File: src/rtl/braid_mix_sequencer.sv
// braid_mix_sequencer: issues a braid mixing schedule over CHANNELS channels
// and STAGES stages, one mixer operation at a time, through a valid/ready
// command handshake. Each op mixes channel c with its partner
// (c + 1 + (s mod (CHANNELS-1))) mod CHANNELS, then waits T mix cycles.
//
// Optional feature: define BRAID_MIX_SEQUENCER_STALL_EN to add the
// stall_cycles output, which counts handshake back-pressure cycles.
//
// state | meaning
// IDLE  | waiting for start
// ISSUE | presenting the current op on cmd_*, waiting for cmd_ready
// MIX   | mix timer counting down for the accepted op
// DONE  | one-cycle completion pulse
module braid_mix_sequencer #(
    parameter int CHANNELS = 4,
    parameter int STAGES   = 8,
    parameter int TW       = 8,
    localparam int AW = (CHANNELS > 1) ? $clog2(CHANNELS) : 1,
    localparam int SW = (STAGES > 1) ? $clog2(STAGES) : 1,
    localparam int CW = $clog2(CHANNELS * STAGES + 1)
) (
    input  logic          clk,
    input  logic          rst_n,
    input  logic          start,
    input  logic          abort,
    input  logic [TW-1:0] mix_time,
    output logic          cmd_valid,
    input  logic          cmd_ready,
    output logic [AW-1:0] cmd_a,
    output logic [AW-1:0] cmd_b,
    output logic [SW-1:0] cmd_stage,
    output logic          mixing,
    output logic          busy,
    output logic          done,
    output logic [CW-1:0] op_count
`ifdef BRAID_MIX_SEQUENCER_STALL_EN
    ,
    output logic [31:0]   stall_cycles
`endif
);

    typedef enum logic [1:0] {IDLE, ISSUE, MIX, DONE} state_t;

    state_t        state, state_nxt;
    logic [AW-1:0] chan;
    logic [SW-1:0] stage;
    logic [TW-1:0] timer;
    logic [TW-1:0] t_lat;
    logic          last_op;
    logic          accept_start;
    logic          mix_end;
    logic [AW-1:0] partner;

    assign accept_start = start && !abort;
    assign last_op      = (stage == SW'(STAGES - 1)) && (chan == AW'(CHANNELS - 1));
    assign mix_end      = (timer == TW'(1));

    // Partner index: all arithmetic kept modular so odd channel counts stay in range.
    assign partner = AW'((32'(chan) + 32'd1 + (32'(stage) % 32'(CHANNELS - 1)))
                         % 32'(CHANNELS));

    // State register.
    always_ff @(posedge clk or negedge rst_n) begin
        if (!rst_n) state <= IDLE;
        else        state <= state_nxt;
    end

    // Next-state logic and state-decoded outputs; abort overrides every other event.
    always_comb begin
        state_nxt = state;
        cmd_valid = 1'b0;
        mixing    = 1'b0;
        busy      = 1'b0;
        done      = 1'b0;
        cmd_a     = '0;
        cmd_b     = '0;
        cmd_stage = '0;
        case (state)
            IDLE: begin
                if (accept_start) state_nxt = ISSUE;
            end
            ISSUE: begin
                cmd_valid = 1'b1;
                busy      = 1'b1;
                cmd_a     = chan;
                cmd_b     = partner;
                cmd_stage = stage;
                if (abort)          state_nxt = IDLE;
                else if (cmd_ready) state_nxt = MIX;
            end
            MIX: begin
                mixing = 1'b1;
                busy   = 1'b1;
                if (abort)        state_nxt = IDLE;
                else if (mix_end) state_nxt = last_op ? DONE : ISSUE;
            end
            DONE: begin
                done      = 1'b1;
                state_nxt = IDLE;
            end
            default: state_nxt = IDLE;
        endcase
    end

    // Schedule position, mix timer and completed-op counter.
    always_ff @(posedge clk or negedge rst_n) begin
        if (!rst_n) begin
            chan     <= '0;
            stage    <= '0;
            timer    <= '0;
            t_lat    <= '0;
            op_count <= '0;
        end else begin
            case (state)
                IDLE: begin
                    if (accept_start) begin
                        t_lat    <= (mix_time == '0) ? TW'(1) : mix_time;
                        op_count <= '0;
                        chan     <= '0;
                        stage    <= '0;
                    end
                end
                ISSUE: begin
                    if (!abort && cmd_ready) timer <= t_lat;
                end
                MIX: begin
                    if (!abort) begin
                        timer <= timer - TW'(1);
                        if (mix_end) begin
                            op_count <= op_count + CW'(1);
                            if (chan == AW'(CHANNELS - 1)) begin
                                chan  <= '0;
                                stage <= (stage == SW'(STAGES - 1)) ? '0 : stage + SW'(1);
                            end else begin
                                chan <= chan + AW'(1);
                            end
                        end
                    end
                end
                default: ;
            endcase
        end
    end

`ifdef BRAID_MIX_SEQUENCER_STALL_EN
    // Back-pressure counter: cleared on an accepted start, saturating, held otherwise.
    always_ff @(posedge clk or negedge rst_n) begin
        if (!rst_n) begin
            stall_cycles <= '0;
        end else if (state == IDLE && accept_start) begin
            stall_cycles <= '0;
        end else if (cmd_valid && !cmd_ready && stall_cycles != '1) begin
            stall_cycles <= stall_cycles + 32'd1;
        end
    end
`endif

endmodule
File: config.mk
export PLATFORM = sky130hd
export DESIGN_NAME = braid_mix_sequencer
export DESIGN_NICKNAME = d
export VERILOG_FILES = /design/src/rtl/braid_mix_sequencer.sv
export SDC_FILE = /design/constraint.sdc
export NUM_CORES = 1
export LEC_CHECK = 0
export BUFFER_PORTS_ARGS = -buffer_cell sky130_fd_sc_hd__clkbuf_2
export CORE_AREA = 2 2 64 66
export DETAILED_ROUTE_END_ITERATION = 8
export DIE_AREA = 0 0 66 68
export GPL_ROUTABILITY_DRIVEN = 0
export PLACE_DENSITY_LB_ADDON = 0.08
export SETUP_SLACK_MARGIN = 0.1
export SLEW_MARGIN = 10
export SYNTH_ARGS = -nofsm -noshare
export SYNTH_HDL_FRONTEND = slang
export SYNTH_SLANG_ARGS = --single-unit
File: constraint.sdc
create_clock -name clk -period 3.85 [get_ports clk]
set_input_delay 0.77 -clock clk [delete_from_list [all_inputs] [get_ports clk]]
set_output_delay 0.77 -clock clk [all_outputs]
set_load 0.01 [all_outputs]
==> results of run 1 <==
-- path summary, 6_finish.rpt --
kind                           from          end
setup / recovery           stage[1]     cmd_b[1]
hold / removal             t_lat[5]     timer[5]
setup reg to reg           state[0]  op_count[3]
hold reg to reg            t_lat[5]     timer[5]
max in group asynchronous     rst_n  op_count[3]
min in group asynchronous     rst_n     timer[2]
-- power groups by stage --
stage	clock, W	sequential (W)	combinational, W
3_5_place_dp	0	0.000533	0.000516
6_report	0.000281	0.000532	0.000518
3_3_place_gp	0	0.000525	0.000500
5_1_grt	0.000303	0.000550	0.000583
2_1_floorplan	0	0.000498	0.000408
4_1_cts	0.000286	0.000528	0.000521
-- through the flow --
step | area, um^2 | hold slack (ps) | cells
floorplan | 1840 | 443 | 192
global placement | 2010 | 469 | 263
detailed placement | 2010 | 496 | 263
CTS | 2110 | 513 | 271
global route | 2110 | 542 | 271
finish | 2110 | 508 | 271
-- state kept, by name, summed over array words and instances, names as in the netlist --
| register | flops |
|---|---|
| op_count | 6 |
| stage | 3 |
| state | 2 |
| timer | 8 |
| t_lat | 8 |
| chan | 2 |
-- cell usage in the layout (no fill, tap or decap), types with 3 or more instances in the layout --
| cell type | count |
|---|---|
| clkbuf_8 | 7 |
| nand3_1 | 7 |
| clkbuf_2 | 29 |
| nor2_1 | 8 |
| nor3_1 | 5 |
| or2_2 | 3 |
| and2_1 | 6 |
| mux2_2 | 7 |
| ha_1 | 12 |
| o21ai_0 | 16 |
| nor4_1 | 4 |
| nand2b_1 | 5 |
| a21oi_1 | 10 |
| a22oi_1 | 5 |
| o31ai_1 | 6 |
| nor2b_1 | 6 |
| nand2_1 | 13 |
| inv_1 | 9 |
| dfrtp_1 | 29 |
| or4_1 | 4 |
-- worst reg2reg max path, stage by stage, from the launching register on --
cell,delay (ps)
dfrtp_1,410
inv_1,110
ha_1,710
and4bb_2,390
a21oi_2,150
or4_1,520
a21oi_1,180
-- layout make-up --
cell class                 count  area share (%)
clock buffer                   7            4.56
tap                           50            2.96
clock inverter                 1           0.237
sequential                    29            34.4
timing repair buffer          29            6.88
inverter                       9            1.60
multi-input combinational    146            49.4
-- routing by layer --
layer  track usage [%]  share of wire (%)  up-vias
met2              31.7                 47       50
met5                 0                  0        -
li1                  -                  -      764
met4              6.12               0.83        0
met3              4.93                5.2        4
met1              28.4                 47      771
-- cell families (layout without fill, tap and decap cells) --
group,Yosys count,after routing
simple gates,73,73
buf+inv,17,46
mux,11,11
fa+ha+maj,12,12
compound gates,48,48
flops,29,29
xor+xnor,2,2
==> results by group, run 1 <==
Timing
  • Highest Clock Rate: 0.341 GHz
  • Minimum clock period: 2930 ps
  • Worst slew pin tran: 834 ps
  • RSZ-0062 raised after global routing: false
  • Final setup vio count: 0
  • Max Transition Viols Final: 0
  • Clk_skew: 2.75 ps
  • PnR worst setup slack: 919 ps
  • Period utilisation layout: 76.1%
  • Slew margin rel.: 44.4%
  • Setup TNS: 0 ps
  • Hold Violations, Final: 0

Setup path
  • WP data required: 3080 ps
  • CP top delay family: simple AND/OR/NAND/NOR gates
  • Critical path depth in cells: 9
  • Max stage delay on crit path: 420 ps
  • Critical path type: reg2out
  • CP max-delay cell: dfrtp_1
  • Worst-path cell chain: nor2b_1 -> ha_1 -> nor2_1 -> xor2_1 -> ha_1 -> xor2_1 -> a21oi_1 -> and3b_1 -> clkbuf_2
  • R2r setup slk: 1310 ps
  • Buffers and inverters on the worst path: 1
  • Crit Path Max Fanout: 5
  • Kind of end point of the critical path: output port
  • Worst r2r path cells: 6
  • Crit path launch type: register
  • CP Data Arrival Time: 2160 ps

Finish
  • Fill cell count: 367
  • Sequential cell area: 726 um^2
  • Post-layout util: 54.7%
  • Multi-input logic area: 0.00104 mm^2
  • Layout Nets: 245
  • Antenna diodes: 0
  • Layout cells sized above 1: 24.9%
  • Layout area overhead: 14.7%

Route
  • TritonRoute pass-1 iters: 4
  • Via/cell ratio: 5.86
  • Antenna-violating nets left: 0
  • First DRT Iteration DRCs: 94
  • WL final: 4100 um
  • Drt drc: 0
  • Vias: 1589
  • Routed len/inst: 15.1 um

Pwr
  • Combinational share of power: 39.0%
  • Pwr Density: 630 mW/mm^2
  • Power consumption: 0.00133 W
  • Sw Share: 39.7%
  • Proportion of power drawn by the clock network: 21.1%
  • P_leak: 0.971 nW
  • Psw: 0.000529 W
  • P_int: 0.000802 W
  • Maximum VDD drop: 0.302 mV
  • Part of the power in registers: 39.9%

Synthesis
  • Post-synth EDFFs: 0
  • #FFs+latches synth: 29
  • Synth Area in Adders: 8.16%
  • Largest family of logic cells by synthesized area: simple AND/OR/NAND/NOR gates
  • XOR/XNOR share of the synthesized area: 0.952%
  • Post-synth top area cell: dfrtp_1
  • Compound-gate portion of the synthesized area: 16.7%
  • Mapped cell area: 0.00184 mm^2
  • Sequential area share after synthesis: 39.4%
  • Main synth FF type: dfrtp_1
  • Syn nets: 217
  • Distinct cells, synth: 45
  • Mux cell area share after synthesis: 6.59%
  • Post-Synth Simple-Gate Area: 24.2%
  • Post-Syn Area per Cell: 9.59 um^2
  • Synth cell count leaders: 29 x dfrtp_1, 16 x o21ai_0, 13 x nand2_1
  • Most frequent cell after synthesis: dfrtp_1
  • Post-synthesis async set-or-reset flop share: 100%
  • Syn Inst Count: 192
  • Synth top area share: 39.4%
  • Yosys warning count: 0
  • Main area contributors after synthesis: dfrtp_1 39%, ha_1 8.2%, o21ai_0 4.4%

Clock tree
  • CTS-repair resized insts: 0
  • Hold Buf Count CTS: 0
  • Clock latency on the worst-skew pair: 280 ps
  • CTS HTree Levels: 2
  • Num CTS Buffers: 5
  • Clk buf depth: 2
  • TritonCTS clock tree: yes
  • Worst-path clk slew: 70 ps
  • # clock sinks: 29
  • Post-CTS setup buffers: 0
  • Root Buffer Master: clkbuf_8

Global route
  • Vias in the first global route: 1471
  • GRT Residual Overflow: 0
  • Largest net degree at the start of global routing: 30
  • Antenna violations before repair: 0
  • First-pass GRT wire length: 6910 um
  • Overall routing resource usage: 20.4%

Placement
  • Place WS: 1230 ps
  • # port buffers: 29
  • DPL Wire Length: 2950 um

Floorplan
  • Die ar.: 0.00449 mm^2
  • Die height: 68 um
  • # IOs: 30
  • Std cell rows: 23
  • CORE AREA: 0.00386 mm^2
  • Initial Utilization: 47.7%
  • Die W: 66 um

Hold path
  • Class of the worst hold path: reg2reg
  • Hold depth: 2

Run status
  • Outcome: finished clean

Job
  • Max_cap viols: 0
No activity file was read; power rests on OpenSTA's default activity.
==> inputs of run 2 (changes only) <==
Clock period 3.85 ns to 2.6 ns, I/O delays scaled along.
==> results by group, run 2 (synthesized netlist as in run 1, its figures left out) <==
Setup path
  • Critical path type: reg2out
  • CP Data Arrival Time: 2020 ps
  • WP data required: 2080 ps
  • Max stage delay on crit path: 390 ps
  • Crit path launch type: register
  • Worst-path cell chain: nor2b_4 -> ha_4 -> nor2_4 -> xor2_1 -> ha_2 -> xor2_2 -> a21oi_1 -> and3b_1 -> buf_2
  • Capturing point of the worst reg2reg path: op_count[5]
  • Kind of end point of the critical path: output port
  • Crit Path Max Fanout: 2
  • CP max-delay cell: dfrtp_1
  • R2r setup slk: 550 ps
  • CP top delay family: simple AND/OR/NAND/NOR gates
  • Buffers and inverters on the worst path: 1
  • Worst r2r path cells: 6
  • Worst R2R Start: state[0]

Clock tree
  • Worst-path clk slew: 70 ps
  • Num CTS Buffers: 5
  • Root Buffer Master: clkbuf_8
  • Clock latency on the worst-skew pair: 280 ps
  • Clk buf depth: 2
  • TritonCTS clock tree: yes
  • CTS HTree Levels: 2
  • # clock sinks: 29

Finish
  • Layout Nets: 251
  • Layout area overhead: 20.7%
  • Highest-count cells in the layout ignoring fill and taps: 28 x clkbuf_2, 27 x dfrtp_1, 16 x o21ai_0
  • Finished Layout Cells: 277
  • Layout cells sized above 1: 30.4%
  • Commonest non-fill, non-tap cell in the layout: clkbuf_2
  • Design Area, Final: 0.00222 mm^2
  • Regs by FF count: t_lat x8, timer x8, op_count x6
  • Antenna diodes: 0

Timing
  • RSZ-0062 raised after global routing: true
  • PnR worst setup slack: 63.6 ps
  • Slew margin rel.: 51.4%
  • Period utilisation layout: 97.6%
  • Worst slew pin tran: 728 ps
  • Max Transition Viols Final: 0
  • Final setup vio count: 0
  • Hold Violations, Final: 0
  • Clk_skew: 8.32 ps
  • Setup TNS: 0 ps
  • Highest Clock Rate: 0.394 GHz
  • Minimum clock period: 2540 ps

Floorplan
  • CORE AREA: 0.00386 mm^2
  • Initial Utilization: 47.7%
  • Die ar.: 0.00449 mm^2
  • Std cell rows: 23
  • Die height: 68 um
  • Die W: 66 um
  • # IOs: 30

Route
  • WL final: 4150 um
  • Routed len/inst: 15.0 um
  • First DRT Iteration DRCs: 78
  • Vias: 1612
  • TritonRoute pass-1 iters: 4
  • Drt drc: 0
  • Antenna-violating nets left: 0
  • Via/cell ratio: 5.82

Hold path
  • Class of the worst hold path: in2async

Pwr
  • Pwr Density: 926 mW/mm^2
  • Maximum VDD drop: 0.418 mV
  • P_leak: 1.00 nW

Placement
  • DPL Wire Length: 2980 um
  • Placed Instance Area: 0.00203 mm^2
  • # port buffers: 29
  • Place WS: 259 ps
  • Placed Cells: 266

Global route
  • Overall routing resource usage: 20.0%
  • GRT Residual Overflow: 0
  • Vias in the first global route: 1492
  • First-pass GRT wire length: 6780 um
  • Largest net degree at the start of global routing: 30
  • Antenna violations before repair: 0

Job
  • Max_cap viols: 0

Run status
  • Outcome: finished clean
[run 2: cell types whose count changed in the layout (fill, tap and decap cells not counted), sizes merged]
| cell | before | now |
|---|---|---|
| bufinv | 0 | 1 |
| clkbuf | 36 | 34 |
| clkinvlp | 0 | 1 |
| buf | 0 | 7 |
| clkinv | 1 | 0 |
[run 2: repair_timing]
action | CTS | global route
buffers inserted | 3 | 0
gates cloned | 0 | 0
hold buffers | 0 | 0
gates resized for setup | 11 | 2
pin swaps | 2 | 1
endpoints found under the setup margin | 1 | 1
[run 2: power by group]
part / total [W] / internal [W] / switching [W] / leakage, nW
Sequential: 0.000785 / 0.000606 / 0.000180 / 0.367
Clock: 0.000489 / 0.000311 / 0.000178 / 0.0574
Combinational: 0.000783 / 0.000358 / 0.000425 / 0.579
[run 2: per-layer routing]
layer / part of all wire (%) / GRT usage [%] / vias to the layer above
met5: 0 / 0 / -
met4: 2.0 / 7.91 / 0
met3: 5.5 / 4.61 / 10
met2: 46 / 31.9 / 48
met1: 47 / 26.4 / 778
li1: - / - / 776
[run 2: worst max path at each step]
stage | start | endpoint | slack, ps | cells after the start
finish | stage[1] | cmd_b[1] | 60 | 9
global route | stage[1] | cmd_b[1] | -70 | 9
CTS | stage[1] | cmd_b[1] | 110 | 9
detailed placement | stage[1] | cmd_b[1] | 260 | 9
global placement | stage[1] | cmd_b[1] | 320 | 9
floorplan | stage[1] | cmd_b[1] | 460 | 8
[run 2: per-stage QoR]
step / power (W) / hold WS, ps / utilization (%)
2_1_floorplan: 0.00134 / 224 / -
3_3_place_gp: 0.00153 / 478 / 52.7
3_5_place_dp: 0.00156 / 491 / 52.7
4_1_cts: 0.00207 / 302 / 57.5
5_1_grt: 0.00220 / 345 / 57.6
6_report: 0.00206 / 278 / 57.6
[run 2: cell type report]
cell class | count | area [um^2]
inverters | 9 | 33.8
repair buffers | 35 | 190
multi-input cells | 146 | 1090
well taps | 50 | 62.6
clock buffers | 6 | 82.6
flip-flops and latches | 29 | 728
fillers | 352 | 1630
clock inverters | 2 | 37.5
==> inputs of run 3 (changes only) <==
Settings changed: MAX_ROUTING_LAYER set to met4, SETUP_SLACK_MARGIN 0.1 to unset.
==> results by group, run 3 (synthesized netlist as in run 1, its figures left out) <==
Finish
  • Layout Nets: 249
  • Antenna diodes: 0
  • Commonest non-fill, non-tap cell in the layout: dfrtp_1
  • Layout cells sized above 1: 28.9%
  • Highest-count cells in the layout ignoring fill and taps: 29 x dfrtp_1, 28 x clkbuf_2, 16 x o21ai_0
  • Regs by FF count: t_lat x8, timer x8, op_count x6
  • Design Area, Final: 0.00220 mm^2
  • Fill cell count: 354
  • Layout area overhead: 19.5%

Timing
  • Worst slew pin tran: 732 ps
  • Minimum clock period: 2510 ps
  • Max Transition Viols Final: 0
  • RSZ-0062 raised after global routing: true
  • Setup TNS: 0 ps
  • Hold Violations, Final: 0
  • Slew margin rel.: 51.2%
  • Highest Clock Rate: 0.398 GHz
  • Period utilisation layout: 96.6%
  • Final setup vio count: 0
  • Final hold slack: 280 ps
  • Clk_skew: 7.72 ps

Global route
  • Largest net degree at the start of global routing: 30
  • GRT Residual Overflow: 0
  • Overall routing resource usage: 20.1%
  • Antenna violations before repair: 0
  • First-pass GRT wire length: 6650 um
  • Vias in the first global route: 1452

Setup path
  • CP Data Arrival Time: 1990 ps
  • Kind of end point of the critical path: output port
  • Worst r2r path cells: 7
  • WP data required: 2080 ps
  • Crit Path Max Fanout: 7
  • Worst R2R Start: state[0]
  • Capturing point of the worst reg2reg path: op_count[5]
  • Critical path type: reg2out
  • Crit path launch type: register
  • Worst-path cell chain: ha_4 -> nor2_4 -> xor2_1 -> ha_2 -> xor2_2 -> a21oi_1 -> and3b_1 -> buf_2
  • Buffers and inverters on the worst path: 1
  • CP max-delay cell: dfrtp_1
  • Max stage delay on crit path: 480 ps
  • R2r setup slk: 550 ps
  • CP top delay family: flip-flops

Floorplan
  • Std cell rows: 23
  • Die W: 66 um
  • Initial Utilization: 47.7%
  • Die height: 68 um
  • CORE AREA: 0.00386 mm^2
  • Die ar.: 0.00449 mm^2
  • # IOs: 30

Route
  • Met1 Routed Length: 1960 um
  • Antenna-violating nets left: 0
  • WL final: 4090 um
  • Via/cell ratio: 5.79
  • First DRT Iteration DRCs: 76
  • Drt drc: 0
  • TritonRoute pass-1 iters: 4
  • Met2 WL: 1840 um
  • Vias: 1592
  • Routed len/inst: 14.9 um
  • Met3 Wirelength: 233 um
  • Top sig layer: met4

Pwr
  • Sw Share: 38.1%
  • Part of the power in registers: 38.1%
  • P_leak: 0.996 nW
  • Maximum VDD drop: 0.426 mV
  • Pwr Density: 937 mW/mm^2
  • P_int: 0.00128 W
  • Proportion of power drawn by the clock network: 23.7%
  • Combinational share of power: 38.3%
  • Psw: 0.000786 W

Clock tree
  • CTS HTree Levels: 2
  • Worst-path clk slew: 70 ps
  • Root Buffer Master: clkbuf_8
  • # clock sinks: 29
  • Clk buf depth: 2
  • Hold Buf Count CTS: 0
  • Num CTS Buffers: 5
  • TritonCTS clock tree: yes
  • Clock latency on the worst-skew pair: 280 ps

Job
  • Max_cap viols: 0

Run status
  • Outcome: finished clean

Hold path
  • Class of the worst hold path: in2async

Placement
  • DPL Wire Length: 2980 um
  • Placed Instance Area: 0.00203 mm^2
  • # port buffers: 29
-- run 3: changes by cell type in the layout (fill, tap and decap cells not counted), sizes merged --
cell / before / now
buf: 7 / 5
-- run 3: cell type report --
| cell class | instances | area [um^2] | share of cell area [%] |
|---|---|---|---|
| multi-input cells | 146 | 1080 | 49.2 |
| well taps | 50 | 62.6 | 2.84 |
| flip-flops and latches | 29 | 726 | 33.0 |
| inverters | 9 | 33.8 | 1.54 |
| clock buffers | 6 | 82.6 | 3.75 |
| clock inverters | 2 | 37.5 | 1.71 |
| repair buffers | 33 | 175 | 7.96 |
-- run 3: worst max-delay path by stage --
stage	slack [ps]	end	depth (start not counted)	start
detailed placement	260	cmd_b[1]	9	stage[1]
finish	90	cmd_b[1]	8	stage[0]
global placement	320	cmd_b[1]	9	stage[1]
global route	-70	cmd_b[1]	9	stage[1]
floorplan	460	cmd_b[1]	8	stage[1]
CTS	9	cmd_b[1]	9	stage[2]
-- run 3: repair_timing --
action | 4_1_cts | 5_1_grt
hold endpoints to repair | 0 | 0
buffers inserted | 1 | 0
endpoints found under the setup margin | 1 | 1
pin swaps | 2 | 1
resized for setup | 3 | 7
-- run 3: per-layer routing --
layer / GRT usage, % / vias to the layer above
li1: - / 771
met1: 26.3 / 763
met2: 31.4 / 52
met3: 4.11 / 6
met4: 6.63 / 0
met5: - / -
-- run 3: worst register-to-register path, cell delays in order, from the launching register on --
cell and delay (ps):
dfrtp_1 420, inv_1 110, ha_1 170, buf_4 170, and4bb_2 250, a21oi_2 160, or4_1 540, a21oi_1 150
-- run 3: through the flow --
step                utilization (%)  setup slack, ps  cells  power, W
finish                         57.0             88.8    275   0.00206
global placement               52.7              321    266   0.00153
global route                   57.0            -66.3    275   0.00220
floorplan                         -              463    192   0.00134
detailed placement             52.7              259    266   0.00156
CTS                            56.3             9.37    275   0.00207
-- run 3: power groups by stage --
| stage | clock network, W | registers [W] | logic (W) |
|---|---|---|---|
| 2_1_floorplan | 0 | 0.000737 | 0.000605 |
| 3_3_place_gp | 0 | 0.000772 | 0.000753 |
| 3_5_place_dp | 0 | 0.000783 | 0.000775 |
| 4_1_cts | 0.000502 | 0.000777 | 0.000787 |
| 5_1_grt | 0.000518 | 0.000805 | 0.000874 |
| 6_report | 0.000488 | 0.000785 | 0.000789 |
